[config.mk]
export PLATFORM = sky130hd
export DESIGN_NAME = regfile_writeback
export DESIGN_NICKNAME = d
export VERILOG_FILES = /design/src/rtl/regfile_wb_pkg.sv /design/src/rtl/wb_fifo.sv /design/src/rtl/regfile_writeback.sv
export SDC_FILE = /design/constraint.sdc
export NUM_CORES = 1
export LEC_CHECK = 0
export CORE_ASPECT_RATIO = 0.75
export CORE_MARGIN = 2
export CORE_UTILIZATION = 46
export CTS_BUF_LIST = sky130_fd_sc_hd__clkbuf_16
export DETAILED_ROUTE_END_ITERATION = 6
export PLACE_DENSITY = 0.78
export SLEW_MARGIN = 20
export SYNTH_ARGS = -nofsm -noshare
export SYNTH_HDL_FRONTEND = slang
export SYNTH_HIERARCHICAL = 1
export SYNTH_SLANG_ARGS = --single-unit
[constraint.sdc]
create_clock -name clk -period 3.65 [get_ports clk]
set_input_delay 0.5475 -clock clk [delete_from_list [all_inputs] [get_ports clk]]
set_output_delay 0.5475 -clock clk [all_outputs]
set_load 0.02 [all_outputs]
[src/rtl/regfile_wb_pkg.sv]
// Shared types and constants for the register-file write-back front end.
package regfile_wb_pkg;

  localparam int XLEN       = 32;
  localparam int REG_ADDR_W = 5;
  localparam int NUM_REGS   = 32;

  typedef struct packed {
    logic                  is_fp;
    logic [REG_ADDR_W-1:0] addr;
    logic [XLEN-1:0]       data;
  } wb_entry_t;

  // Integer x0 is hardwired to zero, so writes to it are accepted and discarded.
  function automatic logic is_x0_drop(input logic is_fp, input logic [REG_ADDR_W-1:0] addr);
    return !is_fp && (addr == '0);
  endfunction

endpackage

[src/rtl/wb_fifo.sv]
// Small write-back FIFO; exposes its storage and per-slot valid mask so the
// owner can decode which registers still have writes queued.
module wb_fifo
  import regfile_wb_pkg::*;
#(
  parameter int DEPTH = 4,
  localparam int PTR_W = $clog2(DEPTH),
  localparam int CNT_W = $clog2(DEPTH + 1)
) (
  input  logic                  clk,
  input  logic                  reset,
  input  logic                  push_i,
  input  wb_entry_t             push_entry_i,
  input  logic                  pop_i,
  output wb_entry_t             head_o,
  output logic [CNT_W-1:0]      count_o,
  output wb_entry_t [DEPTH-1:0] entries_o,
  output logic [DEPTH-1:0]      valid_o,
  output logic                  empty_o,
  output logic                  full_o
);

  wb_entry_t [DEPTH-1:0] mem_q;
  logic [PTR_W-1:0]      wr_ptr_q, wr_ptr_d;
  logic [PTR_W-1:0]      rd_ptr_q, rd_ptr_d;
  logic [CNT_W-1:0]      count_q, count_d;

  // NOTE: storage is deliberately left unreset; count/valid_o decide what is live.
  always_ff @(posedge clk) begin
    if (push_i) mem_q[wr_ptr_q] <= push_entry_i;
  end

  always_comb begin
    wr_ptr_d = push_i ? wr_ptr_q + PTR_W'(1) : wr_ptr_q;
    rd_ptr_d = pop_i  ? rd_ptr_q + PTR_W'(1) : rd_ptr_q;
    count_d  = count_q;
    if (push_i && !pop_i)      count_d = count_q + CNT_W'(1);
    else if (!push_i && pop_i) count_d = count_q - CNT_W'(1);
  end

  // NOTE: sequential state uses non-blocking assignments only.
  always_ff @(posedge clk or posedge reset) begin
    if (reset) begin
      wr_ptr_q <= '0;
      rd_ptr_q <= '0;
      count_q  <= '0;
    end else begin
      wr_ptr_q <= wr_ptr_d;
      rd_ptr_q <= rd_ptr_d;
      count_q  <= count_d;
    end
  end

  for (genvar i = 0; i < DEPTH; i++) begin : g_valid
    logic [PTR_W-1:0] age;
    assign age        = PTR_W'(i) - rd_ptr_q;
    assign valid_o[i] = CNT_W'(age) < count_q;
  end

  assign head_o    = mem_q[rd_ptr_q];
  assign entries_o = mem_q;
  assign count_o   = count_q;
  assign empty_o   = (count_q == '0);
  assign full_o    = (count_q == CNT_W'(DEPTH));

endmodule

[src/rtl/regfile_writeback.sv]
// Register-file write-back front end: round-robin result arbitration, FIFO
// buffering, one write per cycle to the RF port, and pending-write bitmaps.
module regfile_writeback
  import regfile_wb_pkg::*;
#(
  parameter int NUM_SRC = 3,
  parameter int DEPTH   = 4
) (
  input  logic                          clk,
  input  logic                          reset,
  input  logic [NUM_SRC-1:0]            src_valid,
  output logic [NUM_SRC-1:0]            src_ready,
  input  logic [NUM_SRC*REG_ADDR_W-1:0] src_addr,
  input  logic [NUM_SRC*XLEN-1:0]       src_data,
  input  logic [NUM_SRC-1:0]            src_is_fp,
  input  logic                          rf_busy,
  output logic                          rf_write_enable,
  output logic [REG_ADDR_W-1:0]         rf_write_addr,
  output logic [XLEN-1:0]               rf_write_data,
  output logic                          rf_is_fp,
  output logic [NUM_REGS-1:0]           pending_int,
  output logic [NUM_REGS-1:0]           pending_fp,
  output logic                          wb_idle
);

  localparam int RR_W  = (NUM_SRC > 1) ? $clog2(NUM_SRC) : 1;
  localparam int CNT_W = $clog2(DEPTH + 1);

  logic [RR_W-1:0]       rr_ptr_q, rr_ptr_d;
  logic                  grant_found;
  logic [RR_W-1:0]       grant_idx;
  wb_entry_t             sel_entry;
  logic                  pop, push, accept, can_push;
  wb_entry_t             head;
  wb_entry_t [DEPTH-1:0] entries;
  logic [DEPTH-1:0]      entry_valid;
  logic [CNT_W-1:0]      count;
  logic                  empty, full;

  function automatic logic [RR_W-1:0] rr_index(input logic [RR_W-1:0] base, input int offset);
    int s;
    s = int'(base) + offset;
    if (s >= NUM_SRC) s -= NUM_SRC;
    return RR_W'(s);
  endfunction

  // NOTE: every combinational output gets a default first so no latch is inferred.
  always_comb begin
    grant_found = 1'b0;
    grant_idx   = '0;
    for (int k = 0; k < NUM_SRC; k++) begin
      if (!grant_found && src_valid[rr_index(rr_ptr_q, k)]) begin
        grant_found = 1'b1;
        grant_idx   = rr_index(rr_ptr_q, k);
      end
    end
  end

  always_comb begin
    sel_entry.is_fp = src_is_fp[grant_idx];
    sel_entry.addr  = src_addr[grant_idx*REG_ADDR_W +: REG_ADDR_W];
    sel_entry.data  = src_data[grant_idx*XLEN +: XLEN];
  end

  assign pop      = !empty && !rf_busy;
  assign can_push = !full || pop;
  assign accept   = grant_found && can_push;
  assign push     = accept && !is_x0_drop(sel_entry.is_fp, sel_entry.addr);

  always_comb begin
    src_ready = '0;
    if (accept) src_ready[grant_idx] = 1'b1;
  end

  assign rr_ptr_d = accept ? rr_index(grant_idx, 1) : rr_ptr_q;

  always_ff @(posedge clk or posedge reset) begin
    if (reset) rr_ptr_q <= '0;
    else       rr_ptr_q <= rr_ptr_d;
  end

  wb_fifo #(.DEPTH(DEPTH)) u_fifo (
    .clk         (clk),
    .reset       (reset),
    .push_i      (push),
    .push_entry_i(sel_entry),
    .pop_i       (pop),
    .head_o      (head),
    .count_o     (count),
    .entries_o   (entries),
    .valid_o     (entry_valid),
    .empty_o     (empty),
    .full_o      (full)
  );

  assign rf_write_enable = pop;
  assign rf_write_addr   = head.addr;
  assign rf_write_data   = head.data;
  assign rf_is_fp        = head.is_fp;
  assign wb_idle         = (count == '0);

  always_comb begin
    pending_int = '0;
    pending_fp  = '0;
    for (int i = 0; i < DEPTH; i++) begin
      if (entry_valid[i]) begin
        if (entries[i].is_fp) pending_fp[entries[i].addr]  = 1'b1;
        else                  pending_int[entries[i].addr] = 1'b1;
      end
    end
    pending_int[0] = 1'b0;
  end

endmodule

# [Word level (Yosys, flattened, before mapping)]
# Cells that the tools add are included.
[word_totals] reg_bits=161 out_inout_bits=107
[classes] add_sub_neg=15 n_mul=1 n_lt_le_gt_ge=24 eq_ne=1 n_shift=2 mux=52 bitwise_logic=6 reduce_logical=27
[ops] cell="2-to-1 mux 32 bit" count=16
[ops] cell="bitwise OR 32 bit" count=6
[ops] cell="bitwise mux 152 bit" count=1
[ops] cell="indexed part select 96 x 8 -> 32 bit" count=1
[ops] cell="binary-select mux 38 bit (select 2 bit)" count=1
[ops] cell="demux 38 bit (select 2 bit)" count=1
[ops] cell="2-to-1 mux 38 bit" count=2
[ops] cell="< comparator 5 x 6 -> 1 bit, second input constant" count=4
[ops] cell="demux 1 bit (select 5 bit)" count=4
[ops] cell=">= comparator 5 x 1 -> 1 bit, second input constant" count=4
[ops] cell="< comparator 2 x 3 -> 1 bit, second input constant" count=6
[ops] cell="indexed part select 15 x 6 -> 5 bit" count=1
[ops] cell="logical AND 1 bit" count=14
[ops] cell="2-to-1 mux 2 bit" count=7
[ops] cell="< comparator 2 x 3 -> 1 bit" count=4
[ops] cell="2-to-1 mux 1 bit" count=12
[ops] cell=">= comparator 3 x 2 -> 1 bit, second input constant" count=3
[ops] cell="zero test 1 bit" count=9
[ops] cell="2-to-1 mux 3 bit" count=3
[ops] cell="binary-select mux 1 bit (select 2 bit)" count=4
[ops] cell="subtractor 2 bit, second input constant" count=4
[ops] cell="adder 2 x 1 -> 3 bit, second input constant" count=2
[ops] cell="zero test 5 bit" count=1
[ops] cell="multiplier 2 x 3 -> 5 bit, second input constant" count=1
[ops] cell="other kinds (13)" count=17

# [Depth between registers and ports, before layout]
[depth] depth_word=21 depth_mapped=17 mapped_depth_nobuf=15

# [By module]
# The synthesis kept the hierarchy.
[modules_own_cells] module="wb_fifo" instances=1 cells_per_inst=253 area_per_inst_um2=6050.8
[modules_own_cells] module="regfile_writeback" instances=1 cells_per_inst=494 area_per_inst_um2=3206.8

# [Worst setup path after synthesis]
# No wires, ideal clock.
[synth_path] kind="register -> register" from="register rr_ptr_q[0]" to="register u_fifo.mem_q (netlist bit u_fifo/entries_o[0]), enable pin" setup_ns=0.399 arrival_ns=3.324 t_required_ns=3.251 path_slack_ns=-0.073 path_stages_with_launch=12 cell_sequence="dfrtp_1 inv_1 ha_1 buf_2 nor4bb_1 o31ai_1 mux2_4 buf_6 nor3b_1 o31a_1 a41oi_2 and2_1"
[synth_between] elab_chain_cells=17 word_cells_on_any_way=37
[synth_rtl] element="start: declaration" line_no="regfile_writeback.sv:29" text="logic [RR_W-1:0] rr_ptr_q, rr_ptr_d;"
[synth_rtl] element="start signal: assignment" line_no="regfile_writeback.sv:79" text="else rr_ptr_q <= rr_ptr_d;"
[synth_rtl] element="parallel branches: the longest is 16 deep, another holds multiplier 2 x 3 -> 5 bit"
[synth_rtl] element="logical AND 1 bit (*)" line_no="regfile_writeback.sv:68" text="assign push = accept && !is_x0_drop(sel_entry.is_fp, sel_entry.addr);"
[synth_rtl] element="net push" line_no="regfile_writeback.sv:33" text="logic pop, push, accept, can_push;"
[synth_rtl] element="end signal: indexed assignment" line_no="wb_fifo.sv:30" text="if (push_i) mem_q[wr_ptr_q] <= push_entry_i;"
[synth_rtl] element="end: declaration" line_no="wb_fifo.sv:23" text="wb_entry_t [DEPTH-1:0] mem_q;"
# Mark *: on every way through the listed nets, which the timed path passes. The select of a mux whose other input is x is not followed.
# A chain may end at the register's enable or synchronous reset.

# [Worst setup path in the final report]
[layout_path] from="register u_fifo.rd_ptr_q[0]" to="output port pending_fp[17]"
[layout_between] elab_chain_cells=12 word_cells_on_any_way=18
[layout_rtl] element="start: declaration" line_no="wb_fifo.sv:25" text="logic [PTR_W-1:0] rd_ptr_q, rd_ptr_d;"
[layout_rtl] element="start signal: assignment" line_no="wb_fifo.sv:49" text="rd_ptr_q <= rd_ptr_d;"
[layout_rtl] element="subtractor 1 x 2 -> 2 bit (*)" line_no="wb_fifo.sv:56" text="assign age = PTR_W'(i) - rd_ptr_q;"
[layout_rtl] element="< comparator 2 x 3 -> 1 bit (*)" line_no="wb_fifo.sv:57" text="assign valid_o[i] = CNT_W'(age) < count_q;"
[layout_rtl] element="net entry_valid[0]" line_no="regfile_writeback.sv:36" text="logic [DEPTH-1:0] entry_valid;"
[layout_rtl] element="2-to-1 mux 32 bit (*)" line_no="regfile_writeback.sv:106" text="if (entry_valid[i]) begin"
[layout_rtl] element="bitwise OR 32 bit (no line)"
[layout_rtl] element="2-to-1 mux 32 bit" line_no="regfile_writeback.sv:107" text="if (entries[i].is_fp) pending_fp[entries[i].addr] = 1'b1;"
[layout_rtl] element="2-to-1 mux 32 bit (*)" line_no="regfile_writeback.sv:106"
[layout_rtl] element="bitwise OR 32 bit (no line)"
[layout_rtl] element="2-to-1 mux 32 bit" line_no="regfile_writeback.sv:107"
[layout_rtl] element="2-to-1 mux 32 bit (*)" line_no="regfile_writeback.sv:106"
[layout_rtl] element="bitwise OR 32 bit (no line)"
[layout_rtl] element="2-to-1 mux 32 bit" line_no="regfile_writeback.sv:107"
[layout_rtl] element="2-to-1 mux 32 bit (*)" line_no="regfile_writeback.sv:106"
[layout_rtl] element="end: declaration" line_no="regfile_writeback.sv:22" text="output logic [NUM_REGS-1:0] pending_fp,"
# The timed path passes the listed nets; every way through them passes the cells marked *.

==> qor.csv <==
stage,metric,value,unit
timing,finalSetupViolCount,0,
grt,grt_antenna_before_repair,0,
timing,tightest_slew,0.791,ns
floorplanning,rows,44,
floorplanning,coreArea,19500,um2
detailed_routing,wl_met2,12400,um
cts,cts_buffers,17,
placement,dp_hpwl,20000,um
cells_and_area,syn_to_final_growth,39.6,%
yosys,yosysSeqAreaShare,0.517,
detailed_routing,wire_per_inst,21.7,um
cts,h-tree-depth,4,
timing,hold-worst-slack,0.350,ns
power,cell_internal_pwr,8.25,mW
placement,place_area,12000,um2
placement,numPortBuffers,225,
yosys,synth_edf_count,152,
yosys,synth_top_cells_by_count,"edfxtp_1, nand2_1, mux2i_1",
yosys,synth_top_area_frac,0.493,
yosys,yosys-top-cells-area,"edfxtp_1, mux4_2, mux2i_1",
critical_path,crit_required,3.10,ns
critical_path,reg2regPathDepth,15,
cts,hold_buffers,0,
critical_path,r2r_setup_slack,0.22,ns
cts,path_clk_slew,0.06,ns
yosys,ys_ff_latch,161,
yosys,yosys.area.top_type,edfxtp_1,
grt,grt_overflow,0,
cells_and_area,regArea,4790,um2
grt,groute.usage.overall,0.257,
yosys,syn_nets,882,
grt,grt_pass1_wl,41800,um
floorplanning,dieHeight,127,um
cts,cts_tree,yes,
cts,clkLatencyLatePin,0.42,ns
detailed_routing,routed_wl,27500,um
cells_and_area,nFillCells,1432,
timing,slew_viol_final,0,
critical_path,regToRegEndpoint,u_fifo/count_o[2],
power,seq_power_share,0.300,
detailed_routing,ant_nets,0,
timing,clock.fmax,0.283,GHz
timing,post-route-period-util,0.969,
worst_hold_path,hold_class,primary input to asynchronous set/reset pin,
yosys,ys_types,60,
critical_path,r2r-start,rr_ptr_q[0],
cells_and_area,multiInputGateArea,4210,um2
floorplanning,num_io_pins,227,
grt,grt_max_degree,57,
power,power_switching,5.95,mW
detailed_routing,vias,7665,
timing,fin_crit,3.54,ns
detailed_routing,dr.pass1.iters,6,
yosys,yosys_warnings,6,
yosys,synth_ff_type,edfxtp_1,
yosys,yosysMostFrequentCell,edfxtp_1,
power,p_comb_frac,0.570,
critical_path,start_kind,flop,
yosys,synth_cells,747,
critical_path,cp_max_fo,8,
detailed_routing,drc_errors,0,
cells_and_area,final_core_util,0.661,
outcome,status,finished clean,
power,swShare,0.419,
timing,fin_skew,0.00511,ns
floorplanning,initial_core_util,0.474,
detailed_routing,drtIter0Drc,812,
yosys,synthArstFlopShare,0.0559,
cts,cts.sinks,161,
flow_run,max_cap_violations,0,
yosys,syn_area_per_cell,12.4,um2
detailed_routing,highest_layer,met4,
detailed_routing,avgViaCountPerCell,6.05,
timing,fin_tns_setup,0,ns
critical_path,end_kind,output port,
power,ir_drop,914,uV
timing,relSlewSlack,0.472,
detailed_routing,wl_met3,2680,um
power,p_leak,5.39,nW
detailed_routing,wl_met1,11900,um
cells_and_area,drive_gt1_frac,0.180,
cells_and_area,final_area,12900,um2
grt,grt_pass1_vias,7368,
power,p_per_area,1100,nW/um2
timing,final_hold_viol_count,0,
power,power_frac_clock,0.130,
floorplanning,die-area,21300,um2
floorplanning,die_x,168,um
placement,gp_congestion,0.953,
cts,clockRootBuffer,clkbuf_16,
cells_and_area,fin_nets,1135,
critical_path,path_class,flop to output port,
yosys,syn_area,9260,um2
cts,cts_max_path_buffers,2,
critical_path,arrival,2.99,ns
power groups by stage:
stage	logic [mW]	clock network [mW]	registers (mW)
after floorplan	5.01	0	3.89
after global placement	7.83	0	4.17
after detailed placement	7.94	0	4.25
after CTS	8.00	1.88	4.24
after global routing	8.64	1.96	4.37
final	8.10	1.84	4.26
final cells by class:
class                           count  share of cell area
Sequential cell                   161               0.371
Clock buffer                       17              0.0329
Antenna cell                        1            0.000194
Timing Repair Buffer              285               0.224
Clock inverter                     15              0.0152
Inverter                           20             0.00581
Tap cell                          253              0.0245
Multi-Input combinational cell    515               0.326
flip-flops by register name, indices dropped and copies added, names as in the netlist:
| register | count |
|---|---|
| u_fifo/rd_ptr_q | 2 |
| u_fifo/wr_ptr_q | 2 |
| rr_ptr_q | 2 |
| u_fifo/count_o | 3 |
| u_fifo/entries_o | 152 |
routing by layer:
layer  vias to the layer above  track usage
li1                       3474            -
met1                      3691        0.377
met2                       449        0.381
met3                        51       0.0677
met4                         0       0.0691
met5                         -            0
cell usage in the layout (no fill, tap or decap), types with 10 or more instances in the layout:
cell,instances
buf_4,53
o221ai_1,35
clkdlybuf4s50_1,171
edfxtp_1,152
nor3_1,10
mux2i_1,38
o22ai_1,15
nor2_1,34
a21oi_1,16
or2_2,10
clkbuf_16,17
o21ai_1,21
a221o_1,17
inv_1,20
ha_1,12
o21ai_0,32
dlymetal6s2s_1,45
nor3b_1,13
a22oi_1,29
nand2b_1,13
nand2_1,74
mux4_2,37
worst max path at each step:
stage                       startpoint           endpoint  slack, ns  depth (start not counted)
CTS                 u_fifo/rd_ptr_q[0]      pending_fp[8]      -0.05                         11
global route        u_fifo/rd_ptr_q[0]    pending_int[14]     -0.004                         10
finish              u_fifo/rd_ptr_q[0]     pending_fp[17]       0.11                          9
detailed placement        src_valid[0]  u_fifo/count_o[2]      -0.02                         13
floorplan                  rr_ptr_q[0]  u_fifo/count_o[2]       0.23                         16
global placement          src_valid[0]  u_fifo/count_o[2]       0.03                         13
critical path: stages (launching register included):
cell             delay (ns)
dfrtp_2                0.43
xor2_1                 0.18
ha_1                   0.28
a21oi_1                0.05
or2_2                  0.29
nand2b_1               0.19
nor2_4                 0.12
a22oi_1                0.24
o221ai_1               0.20
clkdlybuf4s50_1        0.59
kinds of logic after synthesis:
kind of cell | share of synthesized area
simple gates | 0.119
compound gates | 0.146
flops | 0.517
mux | 0.147
buf+inv | 0.0422
fa+ha+maj | 0.0211
xor+xnor | 0.00662
other cells | 0.000405
timing repair:
| action | in CTS | in global routing |
|---|---|---|
| pin swaps | 0 | 2 |
| gates resized for setup | 21 | 65 |
| setup endpoints to repair | 51 | 62 |
| gates cloned | 0 | 0 |
| setup buffers | 1 | 1 |
metrics by stage:
stage               power (mW)  std cells  setup WS, ns
floorplan                 8.90        747         0.227
global placement          12.0       1232        0.0274
detailed placement        12.2       1232       -0.0231
CTS                       14.1       1265       -0.0532
global route              15.0       1266      -0.00389
finish                    14.2       1267         0.114
(Power assumes the default switching activity.)
